File: src/rtl/clp_lcd_responder.sv
// HD44780-style character LCD controller model: decodes the 8-bit parallel bus,
// keeps a 128-byte DDRAM, emulates busy timing and answers status/data reads.
module clp_lcd_responder #(
    parameter int unsigned CMD_CYC   = 4000,
    parameter int unsigned CLEAR_CYC = 164000,
    parameter int unsigned BUSY_W    = 18
) (
    input  logic       CLK,
    input  logic       RSTN,
    input  logic [7:0] lcd_db_in,
    input  logic       lcd_rs,
    input  logic       lcd_rw,
    input  logic       lcd_e,
    output logic [7:0] lcd_db_out,
    output logic       lcd_db_oe,
    output logic       busy,
    output logic [6:0] ac,
    output logic       disp_on,
    output logic       cursor_on,
    output logic       blink_on,
    output logic       entry_id,
    output logic       entry_s,
    output logic       func_dl,
    output logic       func_n,
    output logic [5:0] shift_ofs,
    input  logic [6:0] rd_addr,
    output logic [7:0] rd_data,
    output logic       overrun
);

    localparam int unsigned DEPTH = 128;
    localparam int unsigned AW    = 7;
    localparam int unsigned DW    = 8;
    localparam int unsigned OFS_W = 6;
    localparam logic [DW-1:0]    BLANK   = 8'h20;
    localparam logic [OFS_W-1:0] OFS_MAX = 6'd39;

    typedef enum logic [1:0] {ST_IDLE, ST_BUSY, ST_CLEAR} state_t;

    state_t            state_q, state_d;
    logic [BUSY_W-1:0] cnt_q, cnt_d;
    logic [AW-1:0]     clr_ptr_q, clr_ptr_d;
    logic [AW-1:0]     ac_q, ac_d;
    logic              disp_q, disp_d, cur_q, cur_d, blink_q, blink_d;
    logic              id_q, id_d, s_q, s_d, dl_q, dl_d, n_q, n_d;
    logic [OFS_W-1:0]  ofs_q, ofs_d;
    logic              overrun_q, overrun_d, busy_q, busy_d;
    logic [DW-1:0]     db_out_q, db_out_d;
    logic              db_oe_q, db_oe_d;
    logic [DW-1:0]     rd_data_q;
    logic [DW-1:0]     mem_q [DEPTH];

    logic          e_meta_q, e_sync_q, e_prev_q;
    logic          rs_q, rw_q;
    logic [DW-1:0] db_q;
    logic          e_rise, e_fall, rs_n, rw_n;
    logic          mem_we, cmd_go;
    logic [AW-1:0] mem_waddr;
    logic [DW-1:0] mem_wdata;

    // Address counter step; two-line mode jumps between the 0x00-0x27 and 0x40-0x67 banks.
    function automatic logic [AW-1:0] ac_step(input logic [AW-1:0] a, input logic inc,
                                              input logic two_line);
        logic [AW-1:0] r;
        r = inc ? a + 7'd1 : a - 7'd1;
        if (!two_line) begin
            if (inc && a == 7'h4F)       r = 7'h00;
            else if (!inc && a == 7'h00) r = 7'h4F;
        end else begin
            if (inc && a == 7'h27)       r = 7'h40;
            else if (inc && a == 7'h67)  r = 7'h00;
            else if (!inc && a == 7'h40) r = 7'h27;
            else if (!inc && a == 7'h00) r = 7'h67;
        end
        return r;
    endfunction

    function automatic logic [OFS_W-1:0] ofs_step(input logic [OFS_W-1:0] o, input logic inc);
        logic [OFS_W-1:0] r;
        if (inc) r = (o == OFS_MAX) ? 6'd0 : o + 6'd1;
        else     r = (o == 6'd0) ? OFS_MAX : o - 6'd1;
        return r;
    endfunction

    assign e_rise = e_sync_q & ~e_prev_q;
    assign e_fall = ~e_sync_q & e_prev_q;
    assign rs_n   = e_rise ? lcd_rs : rs_q;
    assign rw_n   = e_rise ? lcd_rw : rw_q;

    // Synchronize E and capture the bus on its rising edge.
    always_ff @(posedge CLK or negedge RSTN) begin
        if (!RSTN) begin
            e_meta_q <= 1'b0;
            e_sync_q <= 1'b0;
            e_prev_q <= 1'b0;
            rs_q     <= 1'b0;
            rw_q     <= 1'b0;
            db_q     <= '0;
        end else begin
            e_meta_q <= lcd_e;
            e_sync_q <= e_meta_q;
            e_prev_q <= e_sync_q;
            rs_q     <= rs_n;
            rw_q     <= rw_n;
            if (e_rise) db_q <= lcd_db_in;
        end
    end

    always_ff @(posedge CLK or negedge RSTN) begin
        if (!RSTN) begin
            state_q   <= ST_IDLE;
            cnt_q     <= '0;
            clr_ptr_q <= '0;
            ac_q      <= '0;
            disp_q    <= 1'b0;
            cur_q     <= 1'b0;
            blink_q   <= 1'b0;
            id_q      <= 1'b1;
            s_q       <= 1'b0;
            dl_q      <= 1'b1;
            n_q       <= 1'b0;
            ofs_q     <= '0;
            overrun_q <= 1'b0;
            busy_q    <= 1'b0;
            db_out_q  <= '0;
            db_oe_q   <= 1'b0;
        end else begin
            state_q   <= state_d;
            cnt_q     <= cnt_d;
            clr_ptr_q <= clr_ptr_d;
            ac_q      <= ac_d;
            disp_q    <= disp_d;
            cur_q     <= cur_d;
            blink_q   <= blink_d;
            id_q      <= id_d;
            s_q       <= s_d;
            dl_q      <= dl_d;
            n_q       <= n_d;
            ofs_q     <= ofs_d;
            overrun_q <= overrun_d;
            busy_q    <= busy_d;
            db_out_q  <= db_out_d;
            db_oe_q   <= db_oe_d;
        end
    end

    always_comb begin
        state_d   = state_q;
        cnt_d     = cnt_q;
        clr_ptr_d = clr_ptr_q;
        ac_d      = ac_q;
        disp_d    = disp_q;
        cur_d     = cur_q;
        blink_d   = blink_q;
        id_d      = id_q;
        s_d       = s_q;
        dl_d      = dl_q;
        n_d       = n_q;
        ofs_d     = ofs_q;
        overrun_d = overrun_q;
        mem_we    = 1'b0;
        mem_waddr = ac_q;
        mem_wdata = db_q;
        cmd_go    = 1'b0;

        db_oe_d  = e_sync_q & rw_n;
        db_out_d = '0;
        if (db_oe_d) db_out_d = rs_n ? mem_q[ac_q] : {busy_q, ac_q};

        if (e_fall) begin
            if (rw_q) begin
                if (rs_q) ac_d = ac_step(ac_q, id_q, n_q);
            end else if (state_q != ST_IDLE) begin
                overrun_d = 1'b1;
            end else if (rs_q) begin
                mem_we = 1'b1;
                ac_d   = ac_step(ac_q, id_q, n_q);
                if (s_q) ofs_d = ofs_step(ofs_q, id_q);
                cmd_go = 1'b1;
            end else begin
                casez (db_q)
                    8'b1???????: begin ac_d = db_q[6:0]; cmd_go = 1'b1; end
                    8'b01??????: cmd_go = 1'b1;
                    8'b001?????: begin dl_d = db_q[4]; n_d = db_q[3]; cmd_go = 1'b1; end
                    8'b0001????: begin
                        if (db_q[3]) ofs_d = ofs_step(ofs_q, db_q[2]);
                        else         ac_d  = ac_step(ac_q, db_q[2], n_q);
                        cmd_go = 1'b1;
                    end
                    8'b00001???: begin
                        disp_d  = db_q[2];
                        cur_d   = db_q[1];
                        blink_d = db_q[0];
                        cmd_go  = 1'b1;
                    end
                    8'b000001??: begin id_d = db_q[1]; s_d = db_q[0]; cmd_go = 1'b1; end
                    8'b0000001?: begin
                        ac_d    = '0;
                        ofs_d   = '0;
                        state_d = ST_BUSY;
                        cnt_d   = BUSY_W'(CLEAR_CYC);
                    end
                    8'b00000001: begin
                        state_d   = ST_CLEAR;
                        cnt_d     = BUSY_W'(CLEAR_CYC);
                        clr_ptr_d = '0;
                    end
                    default: ;
                endcase
            end
        end

        if (cmd_go) begin
            state_d = ST_BUSY;
            cnt_d   = BUSY_W'(CMD_CYC);
        end

        // Countdown after the commit so the end of a clear sweep wins over a concurrent read step.
        case (state_q)
            ST_BUSY: begin
                cnt_d = cnt_q - BUSY_W'(1);
                if (cnt_q <= BUSY_W'(1)) state_d = ST_IDLE;
            end
            ST_CLEAR: begin
                cnt_d     = cnt_q - BUSY_W'(1);
                mem_we    = 1'b1;
                mem_waddr = clr_ptr_q;
                mem_wdata = BLANK;
                clr_ptr_d = clr_ptr_q + 7'd1;
                if (clr_ptr_q == 7'h7F) begin
                    ac_d    = '0;
                    id_d    = 1'b1;
                    ofs_d   = '0;
                    state_d = ST_BUSY;
                end
            end
            default: ;
        endcase

        busy_d = (state_d != ST_IDLE);
    end

    // DDRAM with blank fill on reset and a registered inspection port.
    always_ff @(posedge CLK or negedge RSTN) begin
        if (!RSTN) begin
            for (int i = 0; i < DEPTH; i++) mem_q[i] <= BLANK;
            rd_data_q <= '0;
        end else begin
            if (mem_we) mem_q[mem_waddr] <= mem_wdata;
            rd_data_q <= mem_q[rd_addr];
        end
    end

    assign lcd_db_out = db_out_q;
    assign lcd_db_oe  = db_oe_q;
    assign busy       = busy_q;
    assign ac         = ac_q;
    assign disp_on    = disp_q;
    assign cursor_on  = cur_q;
    assign blink_on   = blink_q;
    assign entry_id   = id_q;
    assign entry_s    = s_q;
    assign func_dl    = dl_q;
    assign func_n     = n_q;
    assign shift_ofs  = ofs_q;
    assign rd_data    = rd_data_q;
    assign overrun    = overrun_q;

endmodule

File: config.mk
export PLATFORM = sky130hd
export DESIGN_NAME = clp_lcd_responder
export DESIGN_NICKNAME = d
export VERILOG_FILES = /design/src/rtl/clp_lcd_responder.sv
export SDC_FILE = /design/constraint.sdc
export NUM_CORES = 2
export LEC_CHECK = 0
export CORE_ASPECT_RATIO = 2
export CORE_MARGIN = 1.5
export CORE_UTILIZATION = 64
export DETAILED_ROUTE_END_ITERATION = 10
export GPL_ROUTABILITY_DRIVEN = 1
export PLACE_DENSITY_LB_ADDON = 0.05
export SLEW_MARGIN = 0
export SYNTH_ARGS = -nofsm -noshare
export SYNTH_HDL_FRONTEND = slang
export SYNTH_SLANG_ARGS = --single-unit
File: constraint.sdc
create_clock -name CLK -period 4.25 [get_ports CLK]
set_input_delay 0.85 -clock CLK [delete_from_list [all_inputs] [get_ports CLK]]
set_output_delay 0.85 -clock CLK [all_outputs]
set_load 0.02 [all_outputs]
==> impl_metrics.csv <==
group,metric,value,unit
run_status,outcome,"complete, but fails checks",
run_status,violations,"capacitance limit, slew limit",
placed_design,dp_hpwl,149300,µm
global_routing,antenna_found_initial,19,
cts,hold_buffers,0,
run,cap_violations,1,
worst_setup_path,end_kind,"flop",
worst_setup_path,path_buf_inv,1,
cts,cts_buffer_depth,3,
synthesis,synth_top_flop_cell,"dfrtp_1",
timing,grt_setup_unrepaired,"false",
pwr,p_per_area,532.0,nW/µm²
final_layout,syn2layout_area_growth,10.56,%
cts,cts.sinks,1103,
die,initial_utilization,64.54,%
worst_setup_path,cp_cell_sequence,"buf_12 -> nor2_1 -> a221oi_1 -> a221oi_1 -> o21ai_0 -> nor4_1 -> nor3_1",
global_routing,grt_pass1_wl,312900,µm
route,vias_per_cell,7.507,
worst_setup_path,slowest_stage,"nor2_1",
synthesis,synth.yosys.seq_area_share,45.91,%
synthesis,synth_compound_area_share,6.106,%
worst_setup_path,cp.arrival,4630,ps
timing,fmax,250.0,MHz
worst_setup_path,reg2reg_slack,250,ps
synthesis,synthMuxAreaShare,37.63,%
global_routing,grt_start_max_net_pins,129,
cts,cts_setup_buffers,0,
synthesis,yosysWarningCount,0,
synthesis,synth_nets,4400,
route,ant_nets,0,
cts,h-tree-depth,3,
worst_setup_path,critPathLaunch,"ac[1]",
worst_setup_path,rr_startpoint,"ac[1]",
synthesis,synth-async-reset-ratio,100.0,%
cts,clk_latency,770,ps
route,routed_wl,216700,µm
timing,hold_viol_final,0,
final_layout,finish.utilization,71.36,%
synthesis,netlist_area,60470,µm²
route,via_count,42638,
pwr,ir_worst_vdd,0.0005600,V
die,coreArea,93700,µm²
placed_design,portBuffers,58,
cts,cts_tree,"built",
timing,min_period_over_period,94.10,%
timing,tightest_slew,1645,ps
synthesis,synthSimpleGateAreaFrac,6.923,%
route,drtIter0Drc,4591,
worst_setup_path,worstPathRequired,4880,ps
die,pin_count,59,
min_path,holdCritPathClass,"input port to asynchronous set/reset pin",
route,drc_errors,0,
synthesis,syn_inst,4368,
global_routing,track_usage,46.51,%
die,die_height,437.7,µm
route,firstDrtPassIters,7,
worst_setup_path,cp_common_cell,"a221oi_1",
synthesis,synthAdderAreaFrac,0.2483,%
die,design.die.area,96460,µm²
final_layout,drive_above_1_share,44.56,%
synthesis,synth_area_leader_cell,"dfrtp_1",
die,die_x,220.4,µm
global_routing,grt_overflow,0,
cts,clk_pin_slew_worst_paths,70,ps
synthesis,synth_top_cell_area_share,40.26,%
timing,setup_tns,0,ps
synthesis,synth.distinct_cells,93,
synthesis,ys_ff_latch,1103,
final_layout,fillCellCount,6399,
worst_setup_path,critPathTopFamily,"simple AND/OR/NAND/NOR gates",
synthesis,synth_top_family_by_area,"multiplexers",
final_layout,nets,4409,
worst_setup_path,reg2regPathDepth,7,
cts,cts.repair.resized,0,
cts,cts-root-buf,"clkbuf_16",
route,wl_per_cell,38.15,µm
timing,slew_headroom,-10.38,%
worst_setup_path,slowest_delay,780,ps
worst_setup_path,critical_path.max_fanout,28,
synthesis,syn_area_per_cell,13.84,µm²
synthesis,synth_edf_count,0,
synthesis,ys_top_cells_by_area,"dfrtp_1 (40%), mux4_2 (21%), mux2_2 (14%)",
pwr,leakagePower,28.84,nW
worst_setup_path,start_kind,"flop",
die,rows,159,
cts,cts_buffers,99,
placed_design,finalWeightedCongestion,1.097,
worst_setup_path,path_class,"flop to flop",
worst_setup_path,r2r-end,"lcd_db_out[4]",
synthesis,synthXorXnorAreaFrac,0.2172,%
timing,setup_violations,0,
timing,period_needed,3999,ps
timing,final_max_slew_viol_count,2,
global_routing,grt_pass1_vias,43875,
timing,clock_skew,29.00,ps
-- cell type report --
class,instances,area [µm²],area share (%)
antenna,9,22.52,0.03368
clock buffer,145,2934,4.388
clock inverter,43,569.3,0.8514
inverter,25,93.84,0.1403
multi-input combinational,2845,31010,46.38
sequential,1103,27780,41.54
tap,1207,1510,2.259
timing repair buffer,303,2943,4.401
-- power by group --
group | switching (mW) | total, mW | internal (mW)
sequential | 1.34 | 13.2 | 11.9
clock | 4.30 | 9.84 | 5.54
combinational | 7.86 | 12.5 | 4.65
total | 13.5 | 35.6 | 22.1
-- cells by family (layout without fill, tap and decap cells) --
| kind of cell | after synthesis | in the layout |
|---|---|---|
| muxes | 1473 | 1473 |
| DFF | 1103 | 1103 |
| and+or+nand+nor | 764 | 764 |
| AOI/OAI and AO/OA | 581 | 581 |
| buffers and inverters | 420 | 516 |
| xor gates and xnor gates | 15 | 15 |
| adders and majority gates | 12 | 12 |
| other | 0 | 9 |
-- routing by layer --
metal	part of all wire, %	track usage, %	vias up
met5	0.050	0	-
met4	12	43.53	16
met3	9.1	12.68	1011
met2	47	72.28	2623
met1	31	51.23	22249
li1	-	-	16739
-- sequential cells by signal, indices dropped and copies added, names as in the netlist, 2 cells and up --
signal and count:
cnt_q 18, mem_q 1024, ac 7, state_q 2, db_q 8, shift_ofs 6
lcd_db_out 8, rd_data 8, clr_ptr_q 7
-- metrics by stage --
step                      power (mW)  hold slack, ps  cells  worst slack (ps)  instance area, µm²
after CTS                      35.01           181.1   5671             588.0               66840
after global routing           36.36           174.1   5672             344.6               66840
after detailed placement       25.29           337.2   5483             591.4               63330
after global placement         25.07           335.5   5483             520.5               63330
final                          35.57           134.0   5680             250.6               66860
after floorplan                20.22           331.2   4368              1132               60470
-- how the worst max path moves through the flow --
stage | to | cells past startpoint | slack, ps
2_1_floorplan | ac[3] | 11 | 1130
3_3_place_gp | lcd_db_out[4] | 7 | 520
3_5_place_dp | lcd_db_out[4] | 7 | 590
4_1_cts | lcd_db_out[4] | 7 | 590
5_1_grt | lcd_db_out[0] | 8 | 340
6_report | lcd_db_out[4] | 7 | 250
-- synthesized netlist by cell type (12+ instances only) --
cell,instances
a22o_1,14
nor2_4,51
o22ai_1,56
o21ai_0,125
buf_1,23
nor2b_1,44
mux4_2,557
o211ai_1,14
mux2_2,729
a31oi_1,17
and3_1,18
nor3_1,26
nand2b_1,25
a22oi_1,29
buf_2,92
dfstp_2,130
mux2i_1,82
inv_1,21
mux2_1,105
buf_4,23
dfrtp_1,973
a21oi_1,173
nor4_1,18
nor2_2,32
a311oi_1,16
nand3_1,41
nand4_1,16
nor2_1,163
clkbuf_1,255
a221oi_1,18
a211oi_1,18
xnor2_1,12
ha_1,12
nand2_1,232
-- cell usage in the layout, fill, tap and decap left out, drive strengths merged, types with 16 or more instances in the layout --
master and n:
a221oi 18, buf 250, nor4 19, nand2 240, inv 25, dfstp 130
clkbuf 145, nand4 16, nor2 246, mux2 834, o22ai 56, o21ai 136
dfrtp 973, clkdlybuf4s50 53, nor3 40, a22oi 29, mux4 557, a311oi 16
nor2b 44, mux2i 82, a21oi 174, and3 18, nand3 42, a211oi 18
clkinv 24, a31oi 17, nand2b 25
(Power assumes the default switching activity.)
